**config.mk**
```make
export PLATFORM = sky130hd
export DESIGN_NAME = patch_ctrl_tap
export DESIGN_NICKNAME = d
export VERILOG_FILES = /design/src/rtl/patch_tap_pkg.sv /design/src/rtl/patch_tap_chan.sv /design/src/rtl/patch_ctrl_tap.sv
export SDC_FILE = /design/constraint.sdc
export NUM_CORES = 1
export LEC_CHECK = 0
export CAP_MARGIN = 20
export CORE_ASPECT_RATIO = 1.75
export CORE_MARGIN = 4
export CORE_UTILIZATION = 40
export DETAILED_ROUTE_END_ITERATION = 8
export DONT_BUFFER_PORTS = 1
export GPL_TIMING_DRIVEN = 0
export SETUP_SLACK_MARGIN = 0.2
export SLEW_MARGIN = 20
export SYNTH_ARGS = -nofsm -noshare
export SYNTH_HDL_FRONTEND = slang
export SYNTH_HIERARCHICAL = 1
export SYNTH_SLANG_ARGS = --single-unit
```
**constraint.sdc**
```tcl
create_clock -name clk -period 2.05 [get_ports clk]
set_clock_uncertainty 0.2 [all_clocks]
set_input_delay 0.1025 -clock clk [delete_from_list [all_inputs] [get_ports clk]]
set_output_delay 0.1025 -clock clk [all_outputs]
set_load 0.005 [all_outputs]
```
**src/rtl/patch_tap_pkg.sv**
```systemverilog
// patch_tap_pkg: shared enums and register map for the patch observe/control tap
package patch_tap_pkg;
  typedef enum logic [1:0] {BYPASS, FORCE, INVERT, XOR} mode_e;
  typedef enum logic [1:0] {IDLE, ARMED, ACTIVE, DONE} state_e;
  localparam logic [2:0] ADDR_MATCH = 3'd0;
  localparam logic [2:0] ADDR_MASK  = 3'd1;
  localparam logic [2:0] ADDR_FORCE = 3'd2;
  localparam logic [2:0] ADDR_CTRL  = 3'd3;
  localparam logic [2:0] ADDR_HOLD  = 3'd4;
  localparam int CTRL_MODE_LSB = 0;
  localparam int CTRL_ARM      = 2;
  localparam int CTRL_CLR      = 3;
endpackage

```
**src/rtl/patch_tap_chan.sv**
```systemverilog
// patch_tap_chan: one tap channel with registers, masked compare, arm/hold FSM and override mux
module patch_tap_chan
  import patch_tap_pkg::*;
#(
  parameter int W      = 8,
  parameter int HOLD_W = 8
) (
  input  logic          clk,
  input  logic          rst_n,
  input  logic          wr,
  input  logic [2:0]    addr,
  input  logic [15:0]   data,
  input  logic [W-1:0]  obs,
  input  logic [W-1:0]  ctl_in,
  output logic [W-1:0]  ctl_out,
  output logic          active,
  output logic          fired
);
  logic [W-1:0] match, mask, frc;
  logic [HOLD_W-1:0] hold, cnt;
  mode_e mode;
  state_e state, state_nx;
  logic wr_ctrl, hit, expire, unused;
  assign unused = ^data;
  assign wr_ctrl = wr && addr == ADDR_CTRL;
  assign hit = (obs & mask) == (match & mask);
  assign expire = state == ACTIVE && cnt == HOLD_W'(1);
  always_ff @(posedge clk) begin
    if (!rst_n) state <= IDLE;
    else state <= state_nx;
  end
  always_comb begin
    state_nx = (wr_ctrl && !data[CTRL_ARM])                      ? IDLE   :
               (wr_ctrl && (state == IDLE || state == DONE))     ? ARMED  :
               (state == ARMED && hit)                           ? ACTIVE :
               expire                                            ? DONE   : state;
  end
  always_ff @(posedge clk) begin
    if (!rst_n) begin
      match <= '0;
      mask  <= '0;
      frc   <= '0;
      hold  <= '0;
      mode  <= BYPASS;
      cnt   <= '0;
      fired <= 1'b0;
    end else begin
      if (wr && addr == ADDR_MATCH) match <= data[W-1:0];
      if (wr && addr == ADDR_MASK) mask <= data[W-1:0];
      if (wr && addr == ADDR_FORCE) frc <= data[W-1:0];
      if (wr && addr == ADDR_HOLD) hold <= data[HOLD_W-1:0];
      if (wr_ctrl) mode <= mode_e'(data[CTRL_MODE_LSB +: 2]);
      if (state == ARMED && state_nx == ACTIVE) cnt <= hold;
      else if (state == ACTIVE && cnt != '0) cnt <= cnt - HOLD_W'(1);
      fired <= (state == ACTIVE && state_nx == DONE) ? 1'b1 : (wr_ctrl && data[CTRL_CLR]) ? 1'b0 : fired;
    end
  end
  always_comb begin
    active  = state == ACTIVE;
    ctl_out = !active        ? ctl_in        :
              mode == FORCE  ? frc           :
              mode == INVERT ? ~ctl_in       :
              mode == XOR    ? ctl_in ^ frc  : ctl_in;
  end
endmodule

```
**src/rtl/patch_ctrl_tap.sv**
```systemverilog
// patch_ctrl_tap: multi-channel observe/control tap; decodes config writes and slices channel groups
module patch_ctrl_tap
  import patch_tap_pkg::*;
#(
  parameter int NCH    = 4,
  parameter int W      = 8,
  parameter int HOLD_W = 8
) (
  input  logic              clk,
  input  logic              rst_n,
  input  logic [NCH*W-1:0]  obs_in,
  input  logic [NCH*W-1:0]  ctl_in,
  output logic [NCH*W-1:0]  ctl_out,
  input  logic              cfg_valid,
  output logic              cfg_ready,
  input  logic [3:0]        cfg_ch,
  input  logic [2:0]        cfg_addr,
  input  logic [15:0]       cfg_data,
  output logic [NCH-1:0]    active,
  output logic [NCH-1:0]    fired
);
  assign cfg_ready = rst_n;
  for (genvar c = 0; c < NCH; c++) begin : g_ch
    patch_tap_chan #(.W(W), .HOLD_W(HOLD_W)) u_chan (
      .clk     (clk),
      .rst_n   (rst_n),
      .wr      (cfg_valid && cfg_ready && cfg_ch == 4'(c)),
      .addr    (cfg_addr),
      .data    (cfg_data),
      .obs     (obs_in[c*W +: W]),
      .ctl_in  (ctl_in[c*W +: W]),
      .ctl_out (ctl_out[c*W +: W]),
      .active  (active[c]),
      .fired   (fired[c])
    );
  end
endmodule

```
==> results.md, run 1 <==
- Internal power comes to 0.00567 W.
- The data required time at the worst endpoint is 2.17 ns.
- The fraction of synthesis flops using an asynchronous set or reset pin is 0%.
- In this run the tightest slew margin relative to its limit is 20.9%.
- After the last flow step, the layout net total stands at 1294.
- The horizontal die dimension is 123 µm.
- The critical path is of the reg -> reg type.
- The area of the mapped netlist is 9280 µm².
- Yosys printed 6 warnings.
- The congestion estimate from routability-driven global placement came to 0.823.
- The first-pass GRT wire length is 43100 µm.
- For this block, the via count after detailed routing is 8165.
- Leaving out fill and tap cells, the most frequent cell in the layout is sky130_fd_sc_hd__nand2_1.
- For this design the total switching power over the nets is 0.00165 W.
- For this run, the slowest stage of the critical path takes 0.42 ns.
- In this run, synthesis produced a sequential element count of 180.
- After layout, the worst path uses 110% of the clock period.
- The number of detailed-routing iterations run before antenna repair is 5.
- The synthesized design devotes to its leading area cell type 38.8% of total area.
- Traced cell by cell, the critical path runs through xor2_1 > a222oi_1 > buf_4 > or3b_4 > a31o_4 > a22o_2.
- Counting distinct cell types in the post-synthesis netlist gives 45.
- Ranked by total cell area, the synthesized netlist is headed by sky130_fd_sc_hd__dfxtp_1, sky130_fd_sc_hd__nand2_1, sky130_fd_sc_hd__a21boi_0.
- The overall die area is 25800 µm².
- The number of antenna violations at the first check in global routing is 2.
- The startpoint identified for the worst register-to-register timing path is g_ch[0].u_chan/match[1]$_SDFFE_PN0P_.
- The category of cells accounting for the largest share of critical-path delay is compound AO/OA/AOI/OAI gates.
- The clock tree synthesis step divided the H-tree into 4 levels.
- The via count normalized by instance count is 5.44.
- The clock latency reported for the late side of the worst-skew pair is 0.43 ns.
- The post-placement worst setup slack is -0.629 ns.
- The buffer and inverter count on the worst path is 1.
- Setup repair after global routing could not meet its margin everywhere.
- The sequential cell fraction of total power is 47.8%.
- After layout, the minimum clock period comes to 2.25 ns.
- Global routing consumed, on the met1 layer, 21.8% of the routing resources.
- After technology mapping, the gate count stands at 1087.
- The final reports fail on negative hold slack, negative setup slack.
- Tracing the worst setup path back leads to its startpoint at g_ch[0].u_chan/match[1]$_SDFFE_PN0P_.
- The post-synth net total is 1197.
- The average instance in the mapped netlist occupies 8.54 µm².
- The buffer type at the clock tree root is sky130_fd_sc_hd__clkbuf_16.
- Across all setup checks in the final design, the least slack found is -0.200 ns.
- The worst-case IR drop observed on VDD is 479 µV.
- Clock-pin slew was measured on the worst setup and hold paths at 0.07 ns.
- The share of layout cells above drive strength 1 is 24.7%.
- For this run, the total global-route usage over all layers was measured as 21.4%.
- The count of flip-flops with a built-in enable after synthesis is 0.
- The library cells used most frequently in the layout, excluding fill and tap cells, are sky130_fd_sc_hd__nand2_1, sky130_fd_sc_hd__dfxtp_1, sky130_fd_sc_hd__a21boi_0.
- Global routing consumed, on the met2 layer, 40.1% of the routing resources.
- The kind of path behind the tightest hold check is in -> reg.
- The number of hold violations in the final report was 51.
- Input and output buffers added on the ports amount to 0.
- Global routing used 4.85% of the available met3 tracks.
- The routed wire length is 28500 µm.
- The max capacitance violation total is 0.
- The switching part of the total power is 22.5%.
- After floorplanning, the core was divided into 73 placement rows.
- The DRC violation total after the first TritonRoute iteration is 359.
- The worst slack on hold paths is -0.0558 ns.
- The hold path startpoint is cfg_ch[0].
- The leftover overflow at the end of global routing is 0.
- The number of top-level pins is 131.
- The number of endpoints failing setup at the final stage is 33.
- The worst setup path is launched from a flop.
- At the end of the flow the core is filled with cells to 52.2%.
- At the pin with the least slew margin, the transition time is 1.18 ns.
- The layout has 2151 filler cells.
- Entering global routing, the biggest net connects 29 pins.
- The run finished, with violations left.
- The cell with the biggest individual delay on the critical path is sky130_fd_sc_hd__or3b_4.
- The half-perimeter wire length of the detailed placement result is 18000 µm.
- In this run the standard cell core region covers 22800 µm².
- Of the synthesized area, sequential elements account for 38.8%.
- For this design, the sink count on the clock tree is 180.
- STA classifies the critical path endpoint as a flop.
- The maximum clock path buffer count is 2.
- At the worst endpoint, the arrival time is 2.37 ns.
- Clock tree synthesis inserted a total of 17 buffers.
- The count of nets left with antenna violations after detail routing is 0.
- The CTS tree is done.
- For this run, the top clock speed supported by timing is 0.444 GHz.
- From bottom edge to top edge, the die measures 209 µm.
- The detailed-route wire length per cell is 19.0 µm.
- From synthesis to final layout, the design area changed by 28.4%.
- The static leakage is 4.24 nW.
- The largest area contributor in the netlist is sky130_fd_sc_hd__dfxtp_1.
- Per report_power, the combinational group accounts for 5.5% of the total.
- Power spread over the standard cell area amounts to 614 nW/µm².
- The number of design rule violations left after detail routing is 0.
- The critical-path maximum fanout is 8.
- The number of pins exceeding their max-slew limit in the final report came to 0.
- The via count of the first global-routing pass is 8161.
- The clock network is responsible for 46.7% of the overall power.
- The starting density of the core is 40.6%.
- The global routing stage identified its most utilized layer as met2.
- The most used flip-flop cell after synthesis is sky130_fd_sc_hd__dfxtp_1.
area by class of cell:
type / instances / area [µm²] / area share [%]
diodes: 3 / 7.51 / 0.0630
plain buffers: 33 / 214 / 1.79
clock buffers: 21 / 470 / 3.95
clock inverters: 11 / 149 / 1.25
inverters: 24 / 92.6 / 0.777
multi-input cells: 850 / 6140 / 51.5
flip-flops and latches: 180 / 3650 / 30.6
well taps: 300 / 375 / 3.15
repair buffers: 78 / 825 / 6.92
cells in the mapped netlist, drive strengths merged (11+ instances only):
| library cell | n |
|---|---|
| a21boi | 100 |
| a21oi | 60 |
| a22o | 32 |
| and3 | 13 |
| clkbuf | 28 |
| dfxtp | 180 |
| ha | 20 |
| inv | 24 |
| mux2i | 40 |
| nand2 | 221 |
| nand2b | 40 |
| nand3 | 36 |
| nand4 | 12 |
| nor2 | 34 |
| nor2b | 44 |
| nor4 | 11 |
| o21ai | 36 |
| xnor2 | 16 |
| xor2 | 44 |
layer usage:
metal | vias to the layer above | share of wire (%)
li1 | 4016 | -
met1 | 3881 | 37
met2 | 194 | 54
met3 | 74 | 4.8
met4 | 0 | 4.1
met5 | - | 0
tightest hold or removal path, delay by kind of cell:
family / cells / cell delay [ns]
and+or+nand+nor: 4 / 0.37
AOI/OAI and AO/OA: 1 / 0.07
power by group through the flow:
stage / Clock, W / Sequential (W) / Combinational [W]
after floorplan: 0 / 0.00358 / 0.000172
after global routing: 0.00362 / 0.00350 / 0.000425
after global placement: 0 / 0.00358 / 0.000217
after detailed placement: 0 / 0.00358 / 0.000218
after CTS: 0.00351 / 0.00350 / 0.000365
final: 0.00342 / 0.00350 / 0.000402
registers in the layout, summed over array words and instances, names as in the netlist:
| name | count |
|---|---|
| g_ch.u_chan/mask | 32 |
| g_ch.u_chan/cnt | 32 |
| g_ch.u_chan/fired | 4 |
| g_ch.u_chan/state | 8 |
| g_ch.u_chan/mode | 8 |
| g_ch.u_chan/match | 32 |
| g_ch.u_chan/hold | 32 |
| g_ch.u_chan/frc | 32 |
through the flow:
stage	std cells	power [W]	setup TNS, ns	hold slack, ns	cell area, µm²
after CTS	1484	0.00737	-5.60	-0.288	11500
after global routing	1500	0.00754	-7.38	-0.0336	11900
after global placement	1387	0.00380	-32.15	0.0545	9750
after floorplan	1087	0.00375	-1.74	0.0474	9370
after detailed placement	1387	0.00380	-34.38	0.0605	9750
final	1500	0.00732	-5.03	-0.0558	11900
cell families after synthesis:
family	after synthesis	synth area share, %
DFF	180	38.8
xor gates and xnor gates	60	5.66
AOI/OAI and AO/OA	276	21.8
and+or+nand+nor	454	24.4
adders and majority gates	20	2.70
buffers and inverters	57	2.35
muxes	40	4.31
path summary, 6_finish.rpt:
| path | end | slack (ns) | cells after the start |
|---|---|---|---|
| max reg2reg | g_ch[0].u_chan/cnt[6]$_SDFFE_PN0P_ | -0.20 | 6 |
| min reg2reg | g_ch[1].u_chan/mask[5]$_SDFFE_PN0P_ | 0.26 | 2 |
| min | g_ch[0].u_chan/match[1]$_SDFFE_PN0P_ | -0.06 | 5 |
| max | g_ch[0].u_chan/cnt[6]$_SDFFE_PN0P_ | -0.20 | 6 |
what timing repair did:
item,CTS,global route
hold buffers,31,2
setup buffers,33,13
cloned,1,1
pin swaps,60,38
setup endpoints to repair,98,203
gates resized for setup,131,85
endpoints found under the hold margin,168,73
Power figures use the tool's default switching activity.
==> inputs of run 2 (changes only) <==
--- a/config.mk
+++ b/config.mk
@@ -5,6 +5,7 @@
 export SDC_FILE = /design/constraint.sdc
 export NUM_CORES = 1
 export LEC_CHECK = 0
+export ABC_AREA = 1
 export CAP_MARGIN = 20
 export CORE_ASPECT_RATIO = 1.75
 export CORE_MARGIN = 4
@@ -16,5 +17,4 @@
 export SLEW_MARGIN = 20
 export SYNTH_ARGS = -nofsm -noshare
 export SYNTH_HDL_FRONTEND = slang
-export SYNTH_HIERARCHICAL = 1
 export SYNTH_SLANG_ARGS = --single-unit
==> run 2 against run 1 <==
  * The flow still finishes with violations (negative hold slack, negative setup slack)
  * Non-clock buffer count grew 73
  * Critical path depth increased by 1
  * Final area increased by 14%
  * Setup slack better by 0.18 ns
  * Sequential power about the same
  * Critical endpoint is now ctl_out[22]
==> results.md, run 2 <==
- Setup repair after global routing could not meet its margin everywhere.
- Summing the areas of all compound-gate instances in the mapped netlist gives 21.7% of the synthesized area.
- The clock edge transition at the registers on the reported setup and hold paths is 0.07 ns.
- The post-route netlist has 29.5% of its cells at a drive strength greater than 1.
- Routability-driven placement finished with a final weighted congestion of 0.879.
- The detailed router finished its first iteration with 719 violations.
- The min-delay analysis places its worst path in the category in -> reg.
- The relative area change from synthesis to final layout is 37.8%.
- The checks that failed: negative hold slack, negative setup slack.
- The die height is 215 µm.
- By area the synthesized netlist is led by sky130_fd_sc_hd__dfxtp_1, sky130_fd_sc_hd__o21ai_0, sky130_fd_sc_hd__nand2_1.
- The post-placement worst setup slack is -0.179 ns.
- After legalization and detailed placement, the total HPWL measured 22600 µm.
- The transition time at the pin with the least slew margin is 0.931 ns.
- The netlist uses 42 different library cells.
- The signal on the critical path passes through inv_4 > or2_4 > clkbuf_16 > clkbuf_16 > o22ai_2 > a31oi_1 > o21ai_1.
- The number of antenna violations at the first check in global routing is 1.
- The area taken by multi-input logic gates is 6500 µm².
- The startpoint type of the worst setup path is a flop.
- The maximum clock path buffer count is 2.
- The pin count of the biggest net entering global routing is 17.
- The largest single stage delay on the critical path is 0.35 ns.
- Summed over all layers, the global routing overflow is 0.
- Among all flip-flop cells after synthesis, the most frequent one is sky130_fd_sc_hd__dfxtp_1.
- The number of top-level pins is 131.
- Global routing consumed, on the met2 layer, 43.9% of the routing resources.
- The met1 usage is 24.9%.
- The cell repeated most along the worst path is sky130_fd_sc_hd__clkbuf_16.
- The number of cells on the worst reg-to-reg path is 11.
- After floorplanning, the core was divided into 75 placement rows.
- The run finished, with violations left.
- Data on the critical path is required at its endpoint by 1.75 ns.
- TritonCTS built the clock tree.
- The most used routing layer is met2.
- The net count of the finished layout is 1686.
- The share of the yosys chip area belonging to registers is 36.6%.
- The largest area contributor in the netlist is sky130_fd_sc_hd__dfxtp_1.
- Using the TritonRoute via totals, the vias-per-cell ratio works out to 5.45.
- The endpoint kind of the worst setup timing path is a primary output.
- During placement, the flow inserted port buffers numbering 0.
- The max capacitance violation total is 0.
- After detailed routing, the total wire length is 35200 µm.
- The final-layout fill cell count is 2159.
- The power per standard cell area is 545 nW/µm².
- The number of detailed-routing iterations run before antenna repair is 5.
- For this run, the total global-route usage over all layers was measured as 23.8%.
- The count of nets left with antenna violations after detail routing is 0.
- The top cell type's share of synthesized area is 36.6%.
- The worst setup path category is reg -> out.
- The top cell types in the final layout, fill and taps aside, are sky130_fd_sc_hd__nand2_1, sky130_fd_sc_hd__dfxtp_1, sky130_fd_sc_hd__inv_1.
- After detailed routing, the number of remaining DRC violations is 0.
- After detailed routing, the average wire length per cell comes to 18.5 µm.
- The buffer and inverter count on the worst path is 3.
- The final critical path time including I/O delays and setup is 2.07 ns.
- The number of pins exceeding their max-slew limit in the final report came to 0.
- In this run, placement finished with an instance count of 1755.
- Counting buffers and inverters, the worst setup path is 7 cells deep.
- The sequential cell area is 3640 µm².
- The H-tree was split into 4 levels.
- The clock net in this run drives a total of 180 sinks.
- For this run, the number of Yosys warnings is 0.
- STA puts the critical path data arrival time at 1.77 ns.
- The post-synthesis simple-gate area fraction is 26.4%.
- The synthesized netlist devotes 2.31% of its cell area to XOR and XNOR gates.
- The number of hold violations in the final report is 25.
- Across all hold checks on the routed design, the worst slack comes to -0.0547 ns.
- The cell area that synthesis handed to floorplanning was 9840 µm².
- The via count of the first global-routing pass was 9898.
- Clock tree synthesis selected as its root buffer the cell sky130_fd_sc_hd__clkbuf_16.
- The total via count after detailed routing is 10.4k.
- The clock latency reported for the late side of the worst-skew pair is 0.45 ns.
- Synthesis produced a netlist with a net count of 1557.
- The category of cells accounting for the largest share of critical-path delay is compound AO/OA/AOI/OAI gates.
- Setup slack on the critical path of the routed design comes to -0.0218 ns.
- Counting flops and latches in the post-synthesis netlist gives 180.
- The mean area per synthesized cell is 6.80 µm².
- The number of instances in the synthesized netlist is 1447.
- The maximum VDD drop is 458 µV.
- The multiplexer area fraction after synthesis is 0%.
- TritonCTS created 17 clock buffers.
- After routing, the total negative slack on setup checks comes to -0.0605 ns.
- On the critical path, the stage with the largest delay is an instance of sky130_fd_sc_hd__dfxtp_2.
- In the synthesized netlist, the cells that appear most often are sky130_fd_sc_hd__nand2_1, sky130_fd_sc_hd__o21ai_0, sky130_fd_sc_hd__dfxtp_1.
- The static leakage is 5.34 nW.
- Setup violations remaining at the end of the flow were counted as 6.
- In this run the tightest slew margin relative to its limit is 38.0%.
- The post-synthesis adder-cell area fraction is 2.54%.
- The worst path uses 101% of the clock period.
- Cells fill 56.2% of the core in the end.
- The fraction of synthesis flops using an asynchronous set or reset pin is 0%.
- Along the worst hold path, the cell count comes to 5.
- The floorplan step defined a die boundary enclosing 27300 µm².
- The first global-routing pass estimated 51500 µm of wire.
- The most common cell after layout, fill and taps aside is sky130_fd_sc_hd__nand2_1.
- The region available for standard cell placement spans 24100 µm².
- The horizontal die dimension is 127 µm.
- The count of flip-flops with a built-in enable after synthesis is 0.
- The count of non-filler cells in the finished layout is 1899.
- The critical-path maximum fanout is 6.
- By area, the combinational part of the netlist is dominated by simple AND/OR/NAND/NOR gates.
- Based on the critical path, the design can be clocked at up to 0.483 GHz.
- In the global route stage, met3 resource usage came out at 5.44%.
- sky130_fd_sc_hd__nand2_1 is the most common cell in the netlist.
- The starting density of the core is 40.8%.
-- run 2: cell count changes in the layout (fill, tap and decap cells not counted), sizes merged, moves of 60 or more --
cell    delta
o21ai    +181
a21oi     +60
nor2     +148
nand3     +62
a21boi   -100
inv      +152
-- run 2: path summary, 6_finish.rpt --
kind / slack, ns / to / from
max: -0.02 / ctl_out[22] / g_ch[2].u_chan.mode[0]$_SDFFE_PN0N_
min: -0.05 / g_ch[2].u_chan.hold[0]$_SDFFE_PN0P_ / cfg_ch[2]
max reg2reg: 0.01 / g_ch[3].u_chan.cnt[3]$_SDFFE_PN0P_ / g_ch[3].u_chan.cnt[6]$_SDFFE_PN0P_
min reg2reg: 0.26 / g_ch[0].u_chan.hold[4]$_SDFFE_PN0P_ / g_ch[0].u_chan.hold[4]$_SDFFE_PN0P_
-- run 2: power breakdown --
group / internal, W / switching (W)
Combinational: 0.000134 / 0.000309
Sequential: 0.00350 / 0.00000374
Clock: 0.00194 / 0.00150
Total: 0.00557 / 0.00181
-- run 2: tightest hold or removal path, cell delays in order --
cell and delay, ns:
sky130_fd_sc_hd__nor2_8 0.03, sky130_fd_sc_hd__nand4_4 0.14, sky130_fd_sc_hd__nor2_1 0.09, sky130_fd_sc_hd__o21ai_0 0.14, sky130_fd_sc_hd__nor2_1 0.05
-- run 2: through the flow --
| step | power (W) | cell area [µm²] |
|---|---|---|
| 6_report | 0.00739 | 13600 |
| 5_1_grt | 0.00754 | 13600 |
| 4_1_cts | 0.00737 | 12300 |
| 3_5_place_dp | 0.00392 | 10200 |
| 3_3_place_gp | 0.00392 | 10200 |
| 2_1_floorplan | 0.00380 | 9840 |
-- run 2: repair_timing --
action | 4_1_cts | 5_1_grt
hold buffers | 13 | 16
pin swaps | 65 | 114
gates cloned | 9 | 3
setup buffers | 44 | 25
endpoints found under the hold margin | 91 | 21
gates resized for setup | 248 | 262
setup endpoints to repair | 68 | 161
-- run 2: area by class of cell --
class	count	area share [%]
inverters	183	5.36
repair buffers	110	8.30
clock buffers	18	3.24
well taps	308	2.84
flip-flops and latches	180	26.8
plain buffers	74	4.27
diodes	3	0.0554
multi-input cells	1010	47.9
clock inverters	13	1.18
-- run 2: cell families after synthesis --
family / Yosys count
compound gates: 400
flops: 180
xor+xnor: 26
simple gates: 564
fa+ha+maj: 20
buf+inv: 257
-- run 2: layer usage --
layer / wire length (µm) / up-vias
met5: 0 / -
met4: 1810 / 0
met3: 1980 / 120
met2: 18600 / 350
met1: 12800 / 4875
li1: - / 5009
